File: src/rtl/stack_driver.sv
// Request/response front end that sequences push/pop pulses to an attached stack.
// Define STACK_DRV_PEEK_EN to build peek support (pop, capture, re-push).
module stack_driver #(
    parameter int DEPTH = 8,
    parameter int WIDTH = 16
) (
    input  logic                     clk,
    input  logic                     reset,
    input  logic                     req_valid,
    output logic                     req_ready,
    input  logic [1:0]               req_op,
    input  logic [WIDTH-1:0]         req_data,
    output logic                     rsp_valid,
    input  logic                     rsp_ready,
    output logic [WIDTH-1:0]         rsp_data,
    output logic                     rsp_err,
    output logic                     push,
    output logic                     pop,
    output logic [WIDTH-1:0]         value_in,
    input  logic [WIDTH-1:0]         value_out,
    output logic [$clog2(DEPTH):0]   count
);

    localparam int CW = $clog2(DEPTH) + 1;
    localparam logic [CW-1:0] FULL = CW'(DEPTH);
    localparam logic [1:0] OP_PUSH = 2'b01;
    localparam logic [1:0] OP_POP  = 2'b10;
    localparam logic [1:0] OP_PEEK = 2'b11;

    typedef enum logic [2:0] {
        IDLE,
        ISSUE,
        CAPT,
`ifdef STACK_DRV_PEEK_EN
        REPUSH,
`endif
        RESP
    } state_t;

    state_t           state;
    state_t           nxt;
    logic [1:0]       op_q;
    logic [WIDTH-1:0] data_q;
    logic             err_q;
    logic             accept;
    logic             bad;

    assign accept = req_valid && req_ready;

    // Request legality is judged against the occupancy at the accept edge.
    always_comb begin
        bad = 1'b0;
        case (req_op)
            OP_PUSH: bad = (count == FULL);
            OP_POP:  bad = (count == '0);
`ifdef STACK_DRV_PEEK_EN
            OP_PEEK: bad = (count == '0);
`else
            OP_PEEK: bad = 1'b1;
`endif
            default: bad = 1'b1;
        endcase
    end

    always_ff @(posedge clk) begin
        if (!reset) begin
            state <= IDLE;
        end else begin
            state <= nxt;
        end
    end

    always_comb begin
        nxt = state;
        unique case (state)
            IDLE: begin
                if (accept) begin
                    nxt = bad ? RESP : ISSUE;
                end
            end
            ISSUE: begin
                nxt = (op_q == OP_PUSH) ? RESP : CAPT;
            end
            CAPT: begin
`ifdef STACK_DRV_PEEK_EN
                nxt = (op_q == OP_PEEK) ? REPUSH : RESP;
`else
                nxt = RESP;
`endif
            end
`ifdef STACK_DRV_PEEK_EN
            REPUSH: begin
                nxt = RESP;
            end
`endif
            RESP: begin
                if (rsp_ready) begin
                    nxt = IDLE;
                end
            end
            default: nxt = IDLE;
        endcase
    end

    always_comb begin
        req_ready = 1'b0;
        rsp_valid = 1'b0;
        rsp_data  = '0;
        rsp_err   = 1'b0;
        push      = 1'b0;
        pop       = 1'b0;
        value_in  = '0;
        unique case (state)
            IDLE: begin
                req_ready = 1'b1;
            end
            ISSUE: begin
                push     = (op_q == OP_PUSH);
                pop      = (op_q != OP_PUSH);
                value_in = (op_q == OP_PUSH) ? data_q : '0;
            end
`ifdef STACK_DRV_PEEK_EN
            REPUSH: begin
                push     = 1'b1;
                value_in = data_q;
            end
`endif
            RESP: begin
                rsp_valid = 1'b1;
                rsp_data  = data_q;
                rsp_err   = err_q;
            end
            default: begin
                req_ready = 1'b0;
            end
        endcase
    end

    // data_q holds the echo for push, then the stack word once captured.
    always_ff @(posedge clk) begin
        if (!reset) begin
            op_q   <= '0;
            data_q <= '0;
            err_q  <= 1'b0;
            count  <= '0;
        end else begin
            if (accept) begin
                op_q   <= req_op;
                err_q  <= bad;
                data_q <= bad ? '0 : req_data;
            end
            if (state == CAPT) begin
                data_q <= value_out;
            end
            if (push && count != FULL) begin
                count <= count + 1'b1;
            end else if (pop && count != '0) begin
                count <= count - 1'b1;
            end
        end
    end

endmodule

File: config.mk
export PLATFORM = sky130hd
export DESIGN_NAME = stack_driver
export DESIGN_NICKNAME = d
export VERILOG_FILES = /design/src/rtl/stack_driver.sv
export SDC_FILE = /design/constraint.sdc
export NUM_CORES = 1
export LEC_CHECK = 0
export BUFFER_PORTS_ARGS = -buffer_cell sky130_fd_sc_hd__buf_2
export CAP_MARGIN = 20
export CORE_AREA = 10 10 89 84
export DETAILED_ROUTE_END_ITERATION = 10
export DIE_AREA = 0 0 99 94
export GPL_ROUTABILITY_DRIVEN = 0
export MAX_ROUTING_LAYER = met4
export PLACE_DENSITY_LB_ADDON = 0.05
export SLEW_MARGIN = 25
export SYNTH_ARGS = -nofsm -noshare
export SYNTH_HDL_FRONTEND = slang
export SYNTH_SLANG_ARGS = --single-unit
File: constraint.sdc
create_clock -name clk -period 2.7 [get_ports clk]
set_input_delay 0.135 -clock clk [delete_from_list [all_inputs] [get_ports clk]]
set_output_delay 0.135 -clock clk [all_outputs]
set_load 0.01 [all_outputs]
==> run summary, run 1 <==
In the final routed layout, each cell accounts on average for 15.0 µm. The final critical delay including setup and external delays came out at 2330 ps. Buffers inserted during clock tree synthesis total 3. The count of endpoints failing hold in the final timing report came to 0. The signal on the critical path passes through inv_1, ha_1, and3b_1, nand2_1, ha_1, a21o_1, a21oi_1, mux2_2, o22ai_1. The clock reaches the later pin of the worst-skew pair after 270 ps. The die height came out at 94 µm.

The cell count of the worst hold path is 2. The global-route wire length before repair is between 8000 and 9000 µm. The initial DRC count is 33. For this block, the via count after detailed routing is about 1600. The final setup skew is 8.83 ps. Of the cells placed in the final design, the portion with a size suffix greater than 1 is 0.333.

In this run the critical register-to-register path is captured at count[3]. Buffers added to address setup during post-CTS repair amount to 0. The cell count of the worst reg-to-reg path is 9. The diode insertion count for antenna repair came out at 0. The post-detailed-placement half-perimeter wirelength is about 3900 µm. The count of non-filler cells in the finished layout is roughly 350. The final clock period utilization by the worst path is 0.864. The number of gates resized after cts is 0.

The kind of critical path is flop to flop. During synthesis, Yosys emitted a total of 0 warnings. STA classifies the critical path startpoint as a flop. The largest stage delay on the critical path came out at 360 ps. Counting distinct cell types in the post-synthesis netlist gives 36. The number of vias per cell after detailed routing is 4.53. The worst path buffer plus inverter count is 1. Input and output buffers added on the ports amount to 78. Hold is met by approximately 70 ps. Buffers inserted to repair hold after CTS numbered 0.

The count of final max-slew check failures is 0. The static leakage power is 1.06 nW. Based on the critical path, the design can be clocked at up to 0.429 GHz.

The clock-pin slew on the worst setup and hold paths is 100 ps. On the critical path the largest part of the delay comes from adder cells. Yosys attributes the largest share of cell area to dfxtp_1 32%, and2_1 14%, nand2_1 9.5%, a22o_1 8.9%, o21ai_0 6.7%.

The global routing usage summed across all routing layers came out at 0.115. The number of sinks driven by the clock tree came out at 25. The relative max-transition margin came out at 0.654. The register-to-register setup slack is 370 ps. The largest total area in the synthesized netlist belongs to dfxtp_1. In this design, the critical path's most frequently occurring cell is ha_1.

Dividing the synthesized area by the synthesized cell count gives 7.82 µm². The data required time at the worst endpoint came out at 2910 ps. The area overhead of the layout relative to synthesis is 32.6%. The post-layout net count came out at roughly 320. The initial utilization of the core area, before any placement, comes to 0.284. The post-synthesis sequential element count came out at 25.

The total negative setup slack is 0 ps. The worst min-delay path endpoint is data_q[5]. The die extent in x came out at 99 µm. The global-route congestion overflow total came out at 0.

The most common flop cell mapped by yosys is dfxtp_1. The pin count of the biggest net entering global routing is 29. The number of endpoints failing setup at the final stage came out at 0. The worst path arrival time came out at approximately 2500 ps. The number of buffers between clock root and the deepest sink came out at 2.

The post-synthesis async set-or-reset flop share is 0. The commonest cells after synthesis are 40 x nand2_1, 35 x and2_1, 25 x dfxtp_1. The element type at the critical path end is a flop. The peak fanout along the critical path is 8.

The maximum vdd drop is 0.237 mV. TritonCTS built the clock tree. The share of synthesized area in the top cell type comes to 0.317.

For this design the ratio of total power to cell area is ~650 mW/mm². The initial antenna violation count was 0. Of the synthesized area, sequential elements account for 0.317.

The combined area of all synthesized cells came out at 0.00158 mm². The count of nets left with antenna violations after detail routing is 0. The power after layout came out at 1.36 mW. Yosys instantiated no cell more often than nand2_1. Setup repair after global routing left no endpoint under its margin.

The total of max-cap violations came out at 0. When the netlist entered floorplanning its net count stood at between 200 and 250. The number of flops mapped to enable cells by yosys is 0.

The layout filler cell count came out at 605. In this run the most critical hold path is launched from req_data[5]. 79 I/O pins were placed. The register cell area after layout is 500 µm².

The number of global-route vias before repair is 1713. The worst hold-check path type is input pin to flop. The transition at the pin with the smallest max-transition slack is 519 ps. CTS placed an instance of clkbuf_8 at the clock tree root. The full die area is 0.00931 mm². The H-tree level count is 1. The startpoint of the most critical register-to-register path is state[1].

The critical-path cell with the highest stage delay is mux2_2. The final routed DRC violation total is 0. For this block, the routed nets add up to roughly 5200 µm of wire.

The core region is 0.00556 mm². The cell row count came out at 26. The flow ran to the end, and the final reports show no timing, DRC or antenna violations. The number of placed instances, taps included, is 342.

In the synthesized netlist, the number of instances is 202. The area of the multi-input gates is 0.00101 mm². The number of detailed-route iterations in the first pass is 4.
## state kept, by name, indices dropped and copies added, names as in the netlist
register	count
op_q	2
count	4
state	2
data_q	16
err_q	1
## per-layer routing
metal / track usage / vias up / wire, µm
met3: 0.0331 / 2 / 340
li1: - / 826 / -
met1: 0.142 / 691 / 2460
met4: 0.0251 / 0 / 27
met2: 0.182 / 50 / 2370
met5: - / - / 0
## power breakdown
group	internal, mW	total, mW	switching, mW	leakage (nW)
combinational	0.258	0.592	0.334	0.831
sequential	0.466	0.542	0.0755	0.204
clock	0.106	0.231	0.125	0.0228
total	0.829	1.36	0.535	1.06
## stage by stage
stage	instance area, µm²	setup WS (ps)	util
floorplan	1580	26.7	-
global placement	2050	429	0.368
detailed placement	2050	381	0.368
CTS	2090	352	0.377
global route	2090	183	0.377
finish	2090	366	0.377
## cell usage in the layout (no fill, tap or decap), drive strengths merged
cell and count:
buf 84, nand2 41, and3b 1, or3 1, nor4bb 1, mux2i 1, mux2 2, inv 5
o22ai 1, nor3 1, xnor2 1, o31ai 1, nor2b 2, a211oi 1, ha 8, o21ai 23
a21boi 3, xor2 1, nor2 2, nand3b 3, a21o 1, and2 36, dfxtp 25, fa 1
clkbuf 4, a21oi 5, a22o 16, nand3 2, nand2b 3
## cell type report
| cell class | instances | area share |
|---|---|---|
| timing repair buffer | 84 | 0.208 |
| multi-input combinational | 158 | 0.481 |
| tap | 70 | 0.0418 |
| sequential | 25 | 0.239 |
| clock buffer | 4 | 0.0215 |
| inverter | 5 | 0.00896 |
## worst max path at each step
stage               end  slack, ps     start  depth (start not counted)
5_1_grt        count[3]        180  state[1]                          9
4_1_cts        count[3]        350  state[1]                          9
3_5_place_dp   count[3]        380  state[1]                          9
6_report       count[3]        370  state[1]                          9
3_3_place_gp   count[3]        430  state[1]                          9
2_1_floorplan  count[3]         30  state[1]                         11
## logic make-up after synthesis
logic type | count (synthesis) | synth area share
AOI/OAI and AO/OA | 51 | 0.212
xor gates and xnor gates | 2 | 0.0111
adders and majority gates | 9 | 0.0761
buffers and inverters | 19 | 0.0547
DFF | 25 | 0.317
muxes | 3 | 0.0230
and+or+nand+nor | 93 | 0.306
Power figures use the tool's default switching activity.
==> inputs of run 2 (changes only) <==
--- a/config.mk
+++ b/config.mk
@@ -6,13 +6,14 @@
 export NUM_CORES = 1
 export LEC_CHECK = 0
 export BUFFER_PORTS_ARGS = -buffer_cell sky130_fd_sc_hd__buf_2
-export CAP_MARGIN = 20
 export CORE_AREA = 10 10 89 84
+export CTS_BUF_LIST = sky130_fd_sc_hd__clkbuf_4
 export DETAILED_ROUTE_END_ITERATION = 10
 export DIE_AREA = 0 0 99 94
 export GPL_ROUTABILITY_DRIVEN = 0
 export MAX_ROUTING_LAYER = met4
 export PLACE_DENSITY_LB_ADDON = 0.05
+export SKIP_CTS_REPAIR_TIMING = 1
 export SLEW_MARGIN = 25
 export SYNTH_ARGS = -nofsm -noshare
 export SYNTH_HDL_FRONTEND = slang
==> run 2 against run 1 <==
- clock skew rose by 2.2 ps
- worst setup slack got worse by 3.2 ps
- non-clock buffer count is 1 higher
- power down 3.4%
- wire length fell by 0.56%
- clock power decreased by 20%
- combinational power about the same
- sequential power is essentially flat
- register-to-register slack is essentially flat
- critical endpoint unchanged
- largest cell class unchanged
- largest power group unchanged
- highest routed layer unchanged
==> run summary, run 2 (synthesis gave the netlist of run 1 again) <==
The flow ran to the end, and the final reports show no timing, DRC or antenna violations. The detail route stage leaves a number of antenna-violating nets equal to 0. The slowest stage of the critical path belongs to the cell dfxtp_1. For this block, the routed nets add up to between 5000 and 6000 µm of wire.

Entering global routing, the biggest net connects 29 pins. The power density over the cells came out at roughly 630 mW/mm². The instance count after placement with tap cells included came out at about 340. The detailed router finished its first iteration with 38 violations. The clock buffer count from CTS is 3.

The area of the core came out at between 0.005 and 0.006 mm². The count of final max-slew check failures came out at 0. The fraction of final layout cells with drive strength greater than 1 is 0.336.

The initial antenna violation count is 0. The static leakage power came out at 1.06 nW. Along the worst hold path, the cell count comes to 2. The worst path buffer plus inverter count is 1. The flip-flop count of the largest register, all copies and words added is 16. Dividing the detail-routed via count by the number of cells gives ~4.6.

STA classifies the critical path startpoint as a flop. The number of endpoints failing setup at the final stage came out at 0. The clock passes through at most 2 buffers. The diode insertion count for antenna repair came out at 0. The count of endpoints failing hold in the final timing report came out at 0. The global-route wire length before repair is roughly 8500 µm. The kind of critical path is flop to flop. The setup check on the worst reg-to-reg path leaves a slack of between 300 and 400 ps. The full die area came out at 0.00931 mm². In this run the critical register-to-register path is launched from state[1].

The count of non-filler cells in the finished layout is 347. Of all nets on the critical path, the largest fanout is 8. The data required time at the worst endpoint is 2970 ps.

After detailed routing, the average wire length per cell comes to 14.9 µm. The layout filler cell count is between 600 and 700. The cell row count is 26. The global-route congestion overflow total came out at 0. Ranked by flip-flop count, first place goes to data_q. The worst path arrival time came out at between 2000 and 3000 ps. After clock tree synthesis, the clock-pin slew on the worst setup and hold paths is around 150 ps. The cell count of the worst reg-to-reg path came out at 9. The critical path startpoint is state[1]. For the worst-skew pair, the clock arrives at the later sink with an insertion delay of 330 ps.

The die is 99 µm wide. The final critical delay including setup and external delays came out at ~2300 ps. The area overhead of the layout relative to synthesis came out at 32.3%. In the final timing run, aggregate negative setup slack is 0 ps. The number of buffer cells added on primary ports is slightly below 80. In this run the clock root is driven by a clkbuf_4. The largest stage delay on the critical path came out at 370 ps. Static timing analysis puts the maximum clock frequency at 0.428 GHz. In the layout the commonest cells are 78 x buf_2, 40 x nand2_1, 35 x and2_1. The final clock period utilization by the worst path came out at 0.866. The die is 94 µm tall. Detailed placement ended at an HPWL of between 3000 and 4000 µm. TritonCTS built the clock tree. The number of global-route vias before repair is 1711. Leaving out fill and tap cells, the most frequent cell in the layout is buf_2. The path class of the tightest hold or removal check is input pin to flop. The total of max-cap violations came out at 0. After detailed routing, the number of remaining DRC violations is 0. The final setup skew is 11.0 ps. The transition at the pin with the smallest max-transition slack came out at 523 ps.

By instance count, the cell type seen most on the critical path is ha_1. The endpoint identified for the worst register-to-register timing path is count[3]. The H-tree level count came out at 1. The global routing usage summed across all routing layers is 0.115. Setup repair after global routing left no endpoint under its margin.

The maximum vdd drop came out at 0.236 mV. The critical path's top delay family is adder cells. The worst min-delay path endpoint is data_q[5]. The post-layout net count is approximately 330. The beginning of the worst hold path is req_data[5]. Counting every sink on the clock net gives 25. Detailed routing inserted a total of 1584 vias. The number of detailed-route iterations in the first pass came out at 5. The critical path goes through inv_1, ha_1, and3b_1, nand2_1, ha_1, a21o_1, a21oi_1, mux2_2, o22ai_1. The largest registers in the layout are data_q x16, count x4.

The element type at the critical path end is a flop. For this configuration, the core starts out at a cell density of 0.284. In this run the tightest slew margin relative to its limit is 0.651. The top-level I/O count is between 70 and 80.
-- run 2: changes by cell type in the layout (fill, tap and decap cells not counted) --
cell           delta
dlygate4sd3_1     +1
clkbuf_4          +4
clkbuf_8          -3
clkbuf_1          -1
-- run 2: worst max path at each step --
stage	to	slack, ps	cells after the start
after floorplan	count[3]	30	11
after global placement	count[3]	430	9
after detailed placement	count[3]	380	9
after CTS	count[3]	340	9
after global routing	count[3]	170	9
final	count[3]	360	9
-- run 2: metrics by stage --
stage	util	area [µm²]	setup slack, ps	hold slack (ps)	power, mW
after floorplan	-	1580	26.7	260	0.953
after global placement	0.368	2050	429	351	1.15
after detailed placement	0.368	2050	381	354	1.15
after CTS	0.374	2080	342	-4.36	1.35
after global routing	0.376	2090	172	5.57	1.46
final	0.376	2090	363	12.2	1.32
-- run 2: per-layer routing --
metal / vias to the layer above / routed length, µm / GRT usage
met5: - / 0 / -
met1: 696 / 2410 / 0.142
met3: 4 / 357 / 0.0309
met4: 0 / 38 / 0.0286
li1: 828 / - / -
met2: 56 / 2360 / 0.180
-- run 2: layout make-up --
class                           count  area, µm²  area share
Timing Repair Buffer               85        445       0.213
Inverter                            5       18.8     0.00898
Clock buffer                        4       30.0      0.0144
Sequential cell                    25        500       0.240
Multi-Input combinational cell    158       1010       0.482
Tap cell                           70       87.6      0.0419
-- run 2: worst reg2reg max path: stages (launching register included) --
cell,delay (ps)
dfxtp_1,370
inv_1,110
ha_1,280
and3b_1,220
nand2_1,110
ha_1,290
a21o_1,180
a21oi_1,220
mux2_2,360
o22ai_1,150
-- run 2: report_power, final --
part	internal, mW	switching, mW
sequential	0.466	0.0751
combinational	0.258	0.334
clock	0.0679	0.117
==> inputs of run 3 (changes only) <==
==> constraint.sdc (replaced) <==
create_clock -name clk -period 2.1 [get_ports clk]
set_input_delay 0.105 -clock clk [delete_from_list [all_inputs] [get_ports clk]]
set_output_delay 0.105 -clock clk [all_outputs]
set_load 0.01 [all_outputs]
==> run 3 against run 2 <==
- clock skew is essentially flat
- highest routed layer unchanged
- critical path type unchanged
- cell area grew 10%
- clock-buffer cell count is the same
- utilization grew 3.8 points
- global-route usage grew 0.064 points
==> run summary, run 3 (synthesis gave the netlist of run 1 again) <==
The min-delay analysis places its worst path in the category input pin to flop. The area overhead of the layout relative to synthesis is 45.9%. Setup violations remaining at the end of the flow were counted as 0. The cell count of the worst hold path came out at 2. The final core area utilization is 0.414. Leaving out fill and tap cells, the most frequent cells in the layout are 78 x buf_2, 39 x nand2_1, 35 x and2_1. The largest registers in the layout are data_q x16, count x4. The area of the core is ~0.0056 mm².

0 antenna diodes ended up in the layout. Global routing finished with a remaining overflow of 0. The global routing usage summed across all routing layers came out at 0.115. The register-to-register setup slack came out at 100 ps. The share of total power in the clock network is 0.130.

The count of nets left with antenna violations after detail routing is 0. The fraction of final layout cells with drive strength greater than 1 is 0.356. The die covers 0.00931 mm². The final worst-path setup slack came out at 95.8 ps.

The data required time at the worst endpoint is 2360 ps. The global-route wire length before repair is 8650 µm. The capture point of the worst reg-to-reg path is count[3]. The setup slack at placement came out at ~110 ps. The die extent in x is 99 µm. The clock latency on the worst-skew pair is ~320 ps. The post-layout net count is between 300 and 400. The path with the worst hold slack has its endpoint at data_q[8].

The power density over the cells is 778 mW/mm². The number of buffer cells added on primary ports came out at 78. The beginning of the worst hold path is req_data[8]. For the worst flop-to-flop path, the logic depth is 9. The H-tree level count is 1.

Using the TritonRoute via totals, the vias-per-cell ratio works out to 4.58. The element type at the critical path end is a flop. The count of non-filler cells in the finished layout came out at 365. Across the VDD grid, the largest voltage drop is 0.270 mV.

The static leakage power is ~1.1 nW. The number of buffers between clock root and the deepest sink came out at 2. The initial antenna violation count is 0. After floorplanning, the core was divided into 26 placement rows. On the critical path, the stage with the largest delay is an instance of dfxtp_2. Data on the critical path arrives at its endpoint at around 2300 ps.

Of the total power, combinational logic draws 0.482. In this run the clock root is driven by a clkbuf_4. Of the total power, the share spent switching nets is 0.394.

The power after layout came out at 1.79 mW. The startpoint type of the worst setup path is a flop. Ranked by flip-flop count, first place goes to data_q. The flip-flop count of the largest register, all copies and words added is 16. The power spent charging and discharging nets came out at 706 µW. The average wire length per cell after detail routing is 14.6 µm.

The layout filler cell count is between 500 and 600. Traced cell by cell, the critical path runs through inv_2, ha_4, and3b_2, nand2_4, ha_4, a21o_1, a21oi_2, mux2_4, o22ai_1. The share of total power dissipated in sequential elements is 0.387.

TritonCTS built the clock tree. The total vias in the final route came out at 1671. For this configuration, the core starts out at a cell density of 0.284. The final setup skew came out at between 10 and 15 ps.

The relative max-transition margin came out at 0.682. The worst path needs 2000 ps of the cycle, external delays included. The number of global-route vias before repair is 1663. The instance count after placement with tap cells included is ~350. The highest achievable clock rate came out at 0.499 GHz.

The clock buffer count from CTS came out at 3. Entering global routing, the biggest net connects 20 pins. For this block, the routed nets add up to 5340 µm of wire. The final worst hold slack came out at ~18 ps. The post-detailed-placement half-perimeter wirelength came out at 4040 µm. The internal cell power is 1.09 mW.

The most common library cell in the layout ignoring fill and taps is buf_2. The largest stage delay on the critical path is 390 ps. The top-level I/O count came out at 79.

The worst register-to-register path begins at state[1]. The count of endpoints failing hold in the final timing report is 0. Across the run, the number of max-cap violations was 0.

The final clock period utilization by the worst path is 0.954. In this design, the critical path's most frequently occurring cell is ha_4. The clock-pin slew on the worst setup and hold paths is 140 ps.

The clock net in this run drives a total of 25 sinks. The die height is between 90 and 100 µm. The initial DRC count came out at between 70 and 80. The final routed DRC violation total is 0.

The run finished with clean final reports. The count of final max-slew check failures came out at 0. The transition at the pin with the smallest max-transition slack came out at 477 ps. The peak fanout along the critical path is 8. The number of detailed-route iterations in the first pass came out at 4.

By startpoint and endpoint, the worst setup path is classified as flop to flop.
[run 3: cell count changes in the layout (fill, tap and decap cells not counted), sizes merged]
cell	change
buf	+4
dlygate4sd3	+14
[run 3: worst max path at each step]
stage | from | to | slack, ps
finish | state[1] | count[3] | 100
global route | state[1] | count[3] | -6
detailed placement | state[1] | count[3] | 110
floorplan | state[1] | count[3] | 0.2
global placement | state[1] | count[3] | 150
CTS | state[1] | count[3] | 70
[run 3: area by class of cell]
type	instances	area, µm²	share of cell area
multi-input combinational	158	1050	0.455
timing repair buffer	103	616	0.267
sequential	25	503	0.218
tap	70	87.6	0.0380
clock buffer	4	30.0	0.0130
inverter	5	18.8	0.00815
[run 3: critical path, delay by kind of cell, from the launching register on]
| kind | cells | cell delay, ps |
|---|---|---|
| flip-flops | 1 | 390 |
| buffers and inverters | 1 | 70 |
| AO/OA/AOI/OAI | 3 | 490 |
| multiplexers | 1 | 310 |
| adder cells (fa/ha/maj) | 2 | 370 |
| AND/OR/NAND/NOR | 2 | 310 |
[run 3: power groups by stage]
stage	combinational (mW)	sequential (mW)	clock [mW]
after floorplan	0.575	0.692	0
after CTS	0.858	0.697	0.254
after global routing	0.983	0.719	0.268
final	0.864	0.694	0.234
after detailed placement	0.855	0.706	0
after global placement	0.857	0.708	0
[run 3: per-stage QoR]
stage / instance area, µm² / setup TNS, ps
floorplan: 1640 / 0
global placement: 2120 / 0
detailed placement: 2120 / 0
CTS: 2150 / 0
global route: 2300 / -5.76
finish: 2300 / 0
[run 3: routing by layer]
metal	wire length (µm)	global-route usage
met5	0	-
met1	2670	0.153
met2	2310	0.164
met4	34	0.0215
met3	327	0.0397
